--- src/rtl/button_conditioner.sv ---
// -----------------------------------------------------------------------------
// button_conditioner
//
// Conditions the four raw mole buttons for the game core. Each button gets a
// 2-flop synchroniser and a debounce FSM. The FSM changes the clean level only
// after DEBOUNCE_CYCLES consecutive agreeing synchronised samples. It emits
// registered press/release pulses and a combinational priority-encoded hit
// strobe.
//
// Parameters
//   DEBOUNCE_CYCLES : stable synchronised samples needed to change level (2..255)
//   CNT_W           : debounce counter width, 2**CNT_W > DEBOUNCE_CYCLES
//
// Ports
//   clk         in  1  system clock, rising edge
//   rst_n       in  1  asynchronous active-low reset
//   btn_raw     in  4  raw asynchronous buttons, bit i = mole i
//   btn_level   out 4  debounced levels
//   btn_press   out 4  one-cycle pulse on debounced 0->1
//   btn_release out 4  one-cycle pulse on debounced 1->0
//   hit_valid   out 1  any btn_press bit high
//   hit_idx     out 2  lowest set btn_press bit (valid with hit_valid)
//   hit_multi   out 1  more than one btn_press bit high
// -----------------------------------------------------------------------------
module button_conditioner #(
  parameter int DEBOUNCE_CYCLES = 4,
  parameter int CNT_W           = 8
) (
  input  logic       clk,
  input  logic       rst_n,
  input  logic [3:0] btn_raw,
  output logic [3:0] btn_level,
  output logic [3:0] btn_press,
  output logic [3:0] btn_release,
  output logic       hit_valid,
  output logic [1:0] hit_idx,
  output logic       hit_multi
);

  if (DEBOUNCE_CYCLES < 2 || DEBOUNCE_CYCLES > 255 ||
      DEBOUNCE_CYCLES >= (1 << CNT_W)) begin : g_bad_params
    $error("button_conditioner: DEBOUNCE_CYCLES must be 2..255 and fit in CNT_W bits");
  end

  typedef enum logic [1:0] {
    IDLE,    // level 0, nothing pending
    ARM_HI,  // level 0, qualifying a rise
    HELD,    // level 1, nothing pending
    ARM_LO   // level 1, qualifying a fall
  } state_e;

  // The count reaches this value on the last qualifying sample. It never
  // goes past it, so the counter cannot wrap.
  localparam logic [CNT_W-1:0] CNT_LAST = CNT_W'(DEBOUNCE_CYCLES - 1);
  localparam logic [CNT_W-1:0] CNT_ONE  = CNT_W'(1);

  logic [3:0]       sync1_q, sync2_q;
  logic [3:0]       s;
  state_e           state_q [4];
  state_e           state_d [4];
  logic [CNT_W-1:0] cnt_q   [4];
  logic [CNT_W-1:0] cnt_d   [4];
  logic [3:0]       level_q,   level_d;
  logic [3:0]       press_q,   press_d;
  logic [3:0]       release_q, release_d;

  // NOTE: sequential state uses non-blocking assignments, so every flop
  // samples the pre-edge value. This is what makes the two sync stages a
  // real 2-flop chain rather than a single flop.
  always_ff @(posedge clk or negedge rst_n) begin
    if (!rst_n) begin
      sync1_q <= '0;
      sync2_q <= '0;
    end else begin
      sync1_q <= btn_raw;
      sync2_q <= sync1_q;
    end
  end

  assign s = sync2_q;

  // NOTE: the per-channel state and counter arrays are plain flops, not RAM.
  // They are all reset, so a reset in mid-qualification abandons the count
  // and every channel restarts from IDLE.
  always_ff @(posedge clk or negedge rst_n) begin
    if (!rst_n) begin
      for (int i = 0; i < 4; i++) begin
        state_q[i] <= IDLE;
        cnt_q[i]   <= '0;
      end
      level_q   <= '0;
      press_q   <= '0;
      release_q <= '0;
    end else begin
      for (int i = 0; i < 4; i++) begin
        state_q[i] <= state_d[i];
        cnt_q[i]   <= cnt_d[i];
      end
      level_q   <= level_d;
      press_q   <= press_d;
      release_q <= release_d;
    end
  end

  // NOTE: every signal assigned here gets a default first. An FSM path that
  // leaves one unassigned would otherwise infer a latch.
  always_comb begin
    level_d   = level_q;
    press_d   = '0;
    release_d = '0;
    for (int i = 0; i < 4; i++) begin
      state_d[i] = state_q[i];
      cnt_d[i]   = cnt_q[i];
      case (state_q[i])
        IDLE: begin
          if (s[i]) begin
            state_d[i] = ARM_HI;
            cnt_d[i]   = CNT_ONE;
          end
        end
        ARM_HI: begin
          if (!s[i]) begin
            // Any disagreeing sample throws away the partial count.
            state_d[i] = IDLE;
            cnt_d[i]   = '0;
          end else if (cnt_q[i] == CNT_LAST) begin
            state_d[i] = HELD;
            cnt_d[i]   = '0;
            level_d[i] = 1'b1;
            press_d[i] = 1'b1;
          end else begin
            cnt_d[i] = cnt_q[i] + CNT_ONE;
          end
        end
        HELD: begin
          if (!s[i]) begin
            state_d[i] = ARM_LO;
            cnt_d[i]   = CNT_ONE;
          end
        end
        ARM_LO: begin
          if (s[i]) begin
            state_d[i] = HELD;
            cnt_d[i]   = '0;
          end else if (cnt_q[i] == CNT_LAST) begin
            state_d[i]   = IDLE;
            cnt_d[i]     = '0;
            level_d[i]   = 1'b0;
            release_d[i] = 1'b1;
          end else begin
            cnt_d[i] = cnt_q[i] + CNT_ONE;
          end
        end
        default: begin
          state_d[i] = IDLE;
          cnt_d[i]   = '0;
        end
      endcase
    end
  end

  assign btn_level   = level_q;
  assign btn_press   = press_q;
  assign btn_release = release_q;

  // Bit 0 has the highest priority. The loop runs from the top down, so the
  // last assignment made is the one for the lowest set bit.
  always_comb begin
    hit_idx = '0;
    for (int i = 3; i >= 0; i--) begin
      if (press_q[i]) hit_idx = 2'(i);
    end
  end

  assign hit_valid = |press_q;
  // Clearing the lowest set bit leaves something only if two or more were set.
  assign hit_multi = |(press_q & (press_q - 4'd1));

endmodule

--- config.mk ---
export PLATFORM = sky130hd
export DESIGN_NAME = button_conditioner
export DESIGN_NICKNAME = d
export VERILOG_FILES = /design/src/rtl/button_conditioner.sv
export SDC_FILE = /design/constraint.sdc
export NUM_CORES = 1
export LEC_CHECK = 0
export BUFFER_PORTS_ARGS = -buffer_cell sky130_fd_sc_hd__clkbuf_2
export CORE_MARGIN = 2
export CORE_UTILIZATION = 25
export DETAILED_ROUTE_END_ITERATION = 12
export GPL_TIMING_DRIVEN = 0
export PLACE_DENSITY = 0.39
export SETUP_SLACK_MARGIN = 0.2
export SLEW_MARGIN = 40
export SYNTH_ARGS = -nofsm -noshare
export SYNTH_HDL_FRONTEND = slang
export SYNTH_SLANG_ARGS = --single-unit
export TNS_END_PERCENT = 50
--- constraint.sdc ---
create_clock -name clk -period 1.6 [get_ports clk]
set_input_delay 0.32 -clock clk [delete_from_list [all_inputs] [get_ports clk]]
set_output_delay 0.32 -clock clk [all_outputs]
set_load 0.01 [all_outputs]
Word level (Yosys, flattened, before mapping)
Index checks and enable logic that the tools add are counted.
Widths: inputs -> output; s select.
{"block": "totals", "out_inout_bits": 16, "register_bits": 60, "word_cells": 188}
{"block": "classes", "n_reduce_logical": 22, "n_bitwise": 1, "muxes": 96, "eq_ne": 48, "n_addsub": 5}
{"operator": "$mux 8", "count": 20}
{"operator": "$pmux 8 s4", "count": 4}
{"operator": "$mux 2", "count": 28}
{"operator": "$ne 2x2->1 const B", "count": 24}
{"operator": "$mux 1", "count": 36}
{"operator": "$add 8x1->8 const B", "count": 4}
{"operator": "$eq 8x2->1 const B", "count": 4}
{"operator": "$pmux 2 s4", "count": 4}
{"operator": "$ne 3x3->1 const B", "count": 8}
{"operator": "$reduce_and 5->1", "count": 4}
{"operator": "$eq 2x2->1 const B", "count": 8}
{"operator": "$reduce_and 4->1", "count": 4}
{"operator": "$eq 2x1->1 const B", "count": 4}
{"operator": "$logic_not 2->1", "count": 4}
{"operator": "$pmux 1 s2", "count": 4}
{"operator": "$reduce_and 2->1", "count": 4}
{"operator": "$reduce_bool 2->1", "count": 4}
{"operator": "$reduce_or 4->1", "count": 2}
{"operator": "$and 4x4->4", "count": 1}
{"operator": "$sub 4x1->4 const B", "count": 1}

Depth between registers and ports, before layout
Gate-level depths: netlist (run 1).
{"block": "depth", "ltp_word": 4, "mapped_depth": 6, "depth_no_buf": 5}

Least setup slack after synthesis (run 1)
OpenSTA, ideal clock, no wires.
{"block": "synth_timing", "path_kind": "reg2reg", "from": "reg cnt_q[0] (netlist name)", "to": "reg cnt_q[4] (netlist name)", "arrival_ps": 1536, "setup_slack_ps": 0, "required_time_ps": 1536, "path_stages_with_launch": 7, "setup_ps": 64, "path_cell_list": "dfrtp_1 -> ha_1 -> nor4b_2 -> a211o_1 -> buf_6 -> nor4_1 -> a21o_1"}
{"block": "synth_via", "elab_chain_len": 4, "word_cells_on_any_way": 6, "classes_between": "add/sub (1); eq/ne (1); mux (4)"}
{"element": "from (decl)", "line": "61", "text": "logic [CNT_W-1:0] cnt_q [4];"}
{"element": "from (signal, indexed assignment)", "line": "97", "text": "cnt_q[i] <= cnt_d[i];"}
{"element": "$add 8x1->8 / $eq 8x2->1 (equally long branches)"}
{"element": "$mux 8 *", "line": "126, 145"}
{"element": "$mux 8 (on tied branches)", "line": "142, 122"}
{"element": "$pmux 8 s4 *", "line": "114", "text": "case (state_q[i])"}
Mark *: on every way between the ends. The rest lies on a longest branch, timed or not.
A chain may end at the register's enable or synchronous reset.

Worst setup path after layout (run 1)
{"block": "layout_timing", "from": "reg press_q[3] (netlist: btn_press[3])", "to": "out hit_multi"}
{"block": "layout_via", "elab_chain_len": 3}
{"element": "from (decl)", "line": "64", "text": "logic [3:0] press_q, press_d;"}
{"element": "from (signal assigned)", "line": "100", "text": "press_q <= press_d;"}
{"element": "$sub 4x1->4", "line": "177", "text": "assign hit_multi = |(press_q & (press_q - 4'd1));"}
{"element": "$and 4x4->4 *", "line": "177"}
{"element": "$reduce_or 4->1 *", "line": "177"}
{"element": "to (decl)", "line": "37", "text": "output logic hit_multi"}
Marks and branches as above.

==> results of run 1 <==
## repair_timing
| action | 4_1_cts | 5_1_grt |
|---|---|---|
| hold endpoints to repair | 33 | 0 |
| cloned | 3 | 0 |
| hold buffers | 1 | 0 |
| setup buffers | 18 | 7 |
| gates resized for setup | 71 | 46 |
| pin swaps | 32 | 40 |
| setup endpoints to repair | 48 | 49 |
## through the flow
stage	setup TNS [ns]	instances	utilization, %
floorplan	0	272	-
global placement	-13.88	433	28.8
detailed placement	-1.48	433	28.8
CTS	-0.135	471	35.9
global route	-0.499	478	37.7
finish	-0.0947	478	37.7
## per-layer routing
metal | vias to the layer above | share of wire (%)
met1 | 1091 | 48
met3 | 9 | 1.6
met2 | 13 | 49
met5 | - | 0
li1 | 1119 | -
met4 | 0 | 1.8
## sequential cells by signal, indices dropped and copies added, names as in the netlist, named ones only
name	count
cnt_q	32
btn_level	4
btn_press	4
btn_release	4
s	4
state_q	4
sync1_q	4
## cell families (layout without fill, tap and decap cells)
logic type / count (synthesis) / count (layout) / synth area share, %
xor+xnor: 14 / 14 / 4.35
flops: 60 / 60 / 53.2
buf+inv: 15 / 81 / 2.39
mux: 2 / 2 / 0.754
fa+ha+maj: 7 / 7 / 3.02
simple gates: 110 / 110 / 21.0
compound gates: 64 / 64 / 15.3
## layout by cell type (no fill, tap or decap), types with 5 or more instances in the layout
| cell type | instances |
|---|---|
| a31oi_1 | 9 |
| nor2_2 | 6 |
| clkbuf_2 | 19 |
| o21ai_2 | 5 |
| nand2_1 | 21 |
| nor2_1 | 21 |
| xor2_1 | 9 |
| dfrtp_1 | 50 |
| buf_6 | 10 |
| nand3_1 | 12 |
| o21ai_1 | 10 |
| inv_1 | 9 |
| buf_4 | 23 |
| clkbuf_16 | 9 |
| dfrtp_2 | 10 |
| a21oi_2 | 7 |
## worst max-delay path: stages, from the launching register on
cell     delay, ns
dfrtp_2       0.44
maj3_2        0.32
nor2_2        0.08
nor2_1        0.04
buf_2         0.14
## area by class of cell
type | instances | area, sq um
Clock inverter | 6 | 87.6
Fill cell | 1088 | 6810
Multi-Input combinational cell | 197 | 1660
Inverter | 9 | 33.8
Timing Repair Buffer | 50 | 357
Sequential cell | 60 | 1510
Buffer | 6 | 57.6
Clock buffer | 10 | 239
Tap cell | 140 | 175
## path summary, 6_finish.rpt
check | start | slack, ns | end
max | btn_press[3]$_DFF_PN0_ | -0.06 | hit_multi
min in group asynchronous | rst_n | 0.54 | cnt_q[31]$_DFFE_PN0P_
max in group asynchronous | rst_n | 0.70 | async pin
min | btn_raw[1] | 0.10 | sync1_q[1]$_DFF_PN0_
min reg2reg | sync1_q[0]$_DFF_PN0_ | 0.34 | s[0]$_DFF_PN0_
max reg2reg | cnt_q[0]$_DFFE_PN0P_ | -0.01 | cnt_q[7]$_DFFE_PN0P_
## power by group
part | total, mW | switching, mW | internal [mW]
logic | 2.30 | 1.18 | 1.12
clock network | 2.12 | 0.714 | 1.40
registers | 2.20 | 0.400 | 1.80
==> results.sh, run 1 <==
export IMPL_outcome="complete, but fails checks"
export IMPL_failed_checks="negative setup slack"
export IMPL_path_clk_slew_ns=0.06
export IMPL_antenna_found_initial=0
export IMPL_async_flop_share_pct=100
export IMPL_final_setup_skew_ns=0.00565
export IMPL_drv_cap=0
export IMPL_cts_tree="built"
export IMPL_area_growth_synth_to_final_pct=46.1
export IMPL_slew_viol_final=0
export IMPL_period_share_pct=104
export IMPL_cts_sinks=60
export IMPL_holdPathStages=1
export IMPL_grtUsageMet3_pct=2.29
export IMPL_synth_cell_type_count=47
export IMPL_initial_utilization_pct=25.8
export IMPL_viasPerCell=4.67
export IMPL_io_buffers=21
export IMPL_gr_usage_met1_pct=15.3
export IMPL_syn_instance_count=272
export IMPL_start_kind="flop"
export IMPL_drt_wl_total_microns=6330
export IMPL_final_hold_viol_count=0
export IMPL_syn_area_per_cell_sq_um=10.4
export IMPL_grt_usage_pct=11.8
export IMPL_synth_most_common_cell="dfrtp_1"
export IMPL_via_count=2232
export IMPL_wire_per_inst_microns=13.2
export IMPL_dr_pass1_iters=4
export IMPL_drt_iter0_drc=65
export IMPL_numCtsBuffers=9
export IMPL_hp_class="in -> reg"
export IMPL_die_w_microns=110
export IMPL_fin_nets=345
export IMPL_ir_drop_mv=0.624
export IMPL_drc=0
export IMPL_fin_area_sq_mm=0.00412
export IMPL_grt_pass1_vias=2309
export IMPL_synth_edf_count=0
export IMPL_htree_num_levels=3
export IMPL_clkLatencyLatePin_ns=0.33
export IMPL_tightest_slew_ns=0.483
export IMPL_num_antenna_cells=0
export IMPL_cp_arrival_ns=1.34
export IMPL_grt_pass1_wl_microns=11000
export IMPL_powerDensity_mw_per_mm2=1610
export IMPL_pre_cts_slack_ns=-0.192
export IMPL_dp_hpwl_microns=3850
export IMPL_ys_seq_area_share_pct=53.2
export IMPL_fp_dieH_microns=110
export IMPL_synth_top_area_cell="dfrtp_1"
export IMPL_grt_max_degree=61
export IMPL_worst_hold_slack_ns=0.101
export IMPL_grtUsageMet2_pct=18.7
export IMPL_ant_nets=0
export IMPL_cp_end_kind="primary output"
export IMPL_path_max_fanout=3
export IMPL_yosysTopAreaCellShare_pct=53.2
export IMPL_leakagePower_nw=1.78
export IMPL_synth_seq_cells=60
export IMPL_grt_overflow=0
export IMPL_synth_top_cells_by_area="dfrtp_1 (53%), nor2_1 (3.7%), xor2_1 (3.1%), nand2_1 (3.1%), o21ai_0 (3.0%)"
export IMPL_synth_flop_cell="dfrtp_1"
export IMPL_critPathRequiredTime_ns=1.28
export IMPL_yosys_warnings=0
export IMPL_fin_ws_ns=-0.0642
export IMPL_cts_path_max_buffers=2
export IMPL_grt_setup_unrepaired="yes"
export IMPL_slew_headroom_pct=67.8
export IMPL_gp_congestion=0.715
export IMPL_period_minus_slack_ns=1.66
export IMPL_cts_root_buf="clkbuf_16"
export IMPL_finalPower_mw=6.62
export IMPL_synthesis_area_sq_mm=0.00282
export IMPL_top_usage_layer="met2"
export IMPL_num_rows=38
export IMPL_fmax_mhz=601
export IMPL_drive_gt1_share_pct=42.0
export IMPL_core_area_sq_mm=0.0109
export IMPL_dieArea_sq_mm=0.0122
export IMPL_pin_count=22
export IMPL_crit_type="reg -> out"
export IMPL_dpl_cell_area_sq_mm=0.00315
export IMPL_synth_nets=284
export IMPL_r2r_cells=7
export IMPL_synth_common_cells="dfrtp_1 (60), nor2_1 (28), nand2_1 (23)"
export IMPL_setup_violations=3
(Power assumes the default switching activity.)
==> run 2: changes to the inputs <==
--- a/config.mk
+++ b/config.mk
@@ -6,11 +6,12 @@
 export NUM_CORES = 1
 export LEC_CHECK = 0
 export BUFFER_PORTS_ARGS = -buffer_cell sky130_fd_sc_hd__clkbuf_2
+export CORE_ASPECT_RATIO = 1.5
 export CORE_MARGIN = 2
-export CORE_UTILIZATION = 25
+export CORE_UTILIZATION = 35
 export DETAILED_ROUTE_END_ITERATION = 12
 export GPL_TIMING_DRIVEN = 0
-export PLACE_DENSITY = 0.39
+export PLACE_DENSITY = 0.51
 export SETUP_SLACK_MARGIN = 0.2
 export SLEW_MARGIN = 40
 export SYNTH_ARGS = -nofsm -noshare
==> run 2 against run 1 <==
  * Final cell count is 5.4% lower
  * Clock skew up 0.0010 ns
  * Power fell by 2.2%
  * The run still ends with negative setup slack left
  * Non-clock buffer count increased by 9
  * Via count is 3.8% higher
  * Combinational power about the same
  * Cell area down 0.82%
  * Critical endpoint unchanged
  * Utilization grew 14 points
  * Global-route usage increased by 3.6 points
==> results.sh, run 2 (synthesized netlist as in run 1, its figures left out) <==
export IMPL_powerDensity_mw_per_mm2=1580
export IMPL_drive_gt1_share_pct=41.5
export IMPL_slew_headroom_pct=67.8
export IMPL_drt_iter0_drc=135
export IMPL_failed_checks="negative setup slack"
export IMPL_dieArea_sq_mm=0.00881
export IMPL_cp_num_cells=4
export IMPL_grt_setup_unrepaired="yes"
export IMPL_fp_dieH_microns=114
export IMPL_period_minus_slack_ns=1.60
export IMPL_period_share_pct=100
export IMPL_regMostFlops="cnt_q"
export IMPL_numCtsBuffers=9
export IMPL_via_count=2316
export IMPL_initial_utilization_pct=35.7
export IMPL_cpMostUsedCell="nor2_1"
export IMPL_drt_wl_total_microns=6590
export IMPL_largest_reg_flops=32
export IMPL_critPathLaunch="btn_press[2]$_DFF_PN0_"
export IMPL_cts_sinks=60
export IMPL_r2r_start="cnt_q[8]$_DFFE_PN0P_"
export IMPL_final_setup_skew_ns=0.00669
export IMPL_core_area_sq_mm=0.00791
export IMPL_fin_ws_ns=-0.000571
export IMPL_fmax_mhz=625
export IMPL_path_cells="maj3_2 > nor2_1 > nor2_1 > clkbuf_2"
export IMPL_grt_overflow=0
export IMPL_grt_pass1_wl_microns=10600
export IMPL_n_fill_cell=744
export IMPL_fin_nets=354
export IMPL_hp_class="in -> reg"
export IMPL_path_clk_slew_ns=0.05
export IMPL_cts_root_buf="clkbuf_16"
export IMPL_final_hold_viol_count=0
export IMPL_crit_type="reg -> out"
export IMPL_grt_pass1_vias=2243
export IMPL_crit_slowest_cell="dfrtp_1"
export IMPL_num_rows=40
export IMPL_cp_arrival_ns=1.28
export IMPL_slew_viol_final=0
export IMPL_dp_hpwl_microns=3590
export IMPL_io_buffers=21
export IMPL_finalPower_mw=6.47
export IMPL_cts_tree="built"
export IMPL_cp_end_kind="primary output"
export IMPL_viasPerCell=5.12
export IMPL_grt_usage_pct=15.4
export IMPL_cpLargestDelayFamily="flip-flops"
export IMPL_pin_count=22
export IMPL_critPathRequiredTime_ns=1.28
export IMPL_min_from="btn_raw[1]"
export IMPL_dr_pass1_iters=4
export IMPL_ir_drop_mv=0.747
export IMPL_grt_max_degree=61
export IMPL_antenna_found_initial=0
export IMPL_critPathMaxStageDelay_ns=0.40
export IMPL_start_kind="flop"
export IMPL_drc=0
export IMPL_htree_num_levels=3
export IMPL_tightest_slew_ns=0.483
export IMPL_path_max_fanout=3
export IMPL_final_common_cell="dfrtp_1"
export IMPL_critPathBufInv=1
export IMPL_die_w_microns=77.3
export IMPL_drv_cap=0
export IMPL_holdPathStages=1
export IMPL_setup_violations=1
export IMPL_wire_per_inst_microns=14.6
export IMPL_clkLatencyLatePin_ns=0.33
export IMPL_r2r_cells=6
export IMPL_leakagePower_nw=1.80
export IMPL_worst_hold_slack_ns=0.0932
export IMPL_outcome="complete, but fails checks"
export IMPL_final_cell_mix="dfrtp_1 (51), buf_4 (33), nor2_1 (23)"
export IMPL_num_antenna_cells=0
export IMPL_ant_nets=0
export IMPL_cts_path_max_buffers=2
export IMPL_gp_congestion=0.752
export IMPL_area_growth_synth_to_final_pct=44.9
## run 2: cell count changes in the layout (fill, tap and decap cells not counted), moves of 3 or more
cell	previous run	this run
buf_4	23	33
clkbuf_1	0	5
clkinvlp_4	3	0
nand2_2	1	4
## run 2: path summary, 6_finish.rpt
check,endpoint,slack (ns)
worst max-delay path,hit_multi,-0.0006
worst min-delay path,sync1_q[1]$_DFF_PN0_,0.09
worst max register to register,cnt_q[13]$_DFFE_PN0P_,0.03
worst min register to register,s[0]$_DFF_PN0_,0.35
max in group asynchronous,async pin,0.69
min in group asynchronous,cnt_q[21]$_DFFE_PN0P_,0.52
## run 2: metal layers
metal / vias to the layer above / share of wire, % / GRT usage, %
met2: 46 / 50 / 25.2
li1: 1131 / - / -
met5: - / 0 / 0
met3: 11 / 3.3 / 3.40
met1: 1128 / 44 / 18.8
met4: 0 / 2.4 / 8.57
## run 2: final cells by class
| cell class | instances | area [sq um] | area share (%) |
|---|---|---|---|
| plain buffers | 6 | 56.3 | 1.38 |
| clock buffers | 15 | 268 | 6.55 |
| clock inverters | 1 | 30.0 | 0.734 |
| inverters | 9 | 33.8 | 0.826 |
| multi-input cells | 197 | 1630 | 39.9 |
| flip-flops and latches | 60 | 1510 | 37.0 |
| well taps | 105 | 131 | 3.21 |
| repair buffers | 59 | 424 | 10.4 |
## run 2: per-stage QoR
stage	setup slack [ns]	area [sq um]	instances	TNS, ns	util [%]
after floorplan	0.0755	2860	272	0	-
after global placement	-0.152	3100	398	-8.85	39.2
after detailed placement	-0.166	3110	398	-1.22	39.3
after CTS	-0.0114	3860	440	-0.0114	48.8
after global routing	-0.0618	4090	452	-0.193	51.7
final	-0.000571	4090	452	-0.000571	51.7
## run 2: timing repair
action / in CTS / in global routing
gates resized for setup: 67 / 39
setup buffers: 22 / 12
setup endpoints to repair: 49 / 48
endpoints found under the hold margin: 24 / 0
hold buffers: 1 / 0
cloned: 3 / 0
pin swaps: 36 / 37
## run 2: power breakdown
group | total, mW | switching, mW | internal (mW)
combinational | 2.32 | 1.19 | 1.13
clock | 1.96 | 0.663 | 1.29
sequential | 2.20 | 0.394 | 1.80
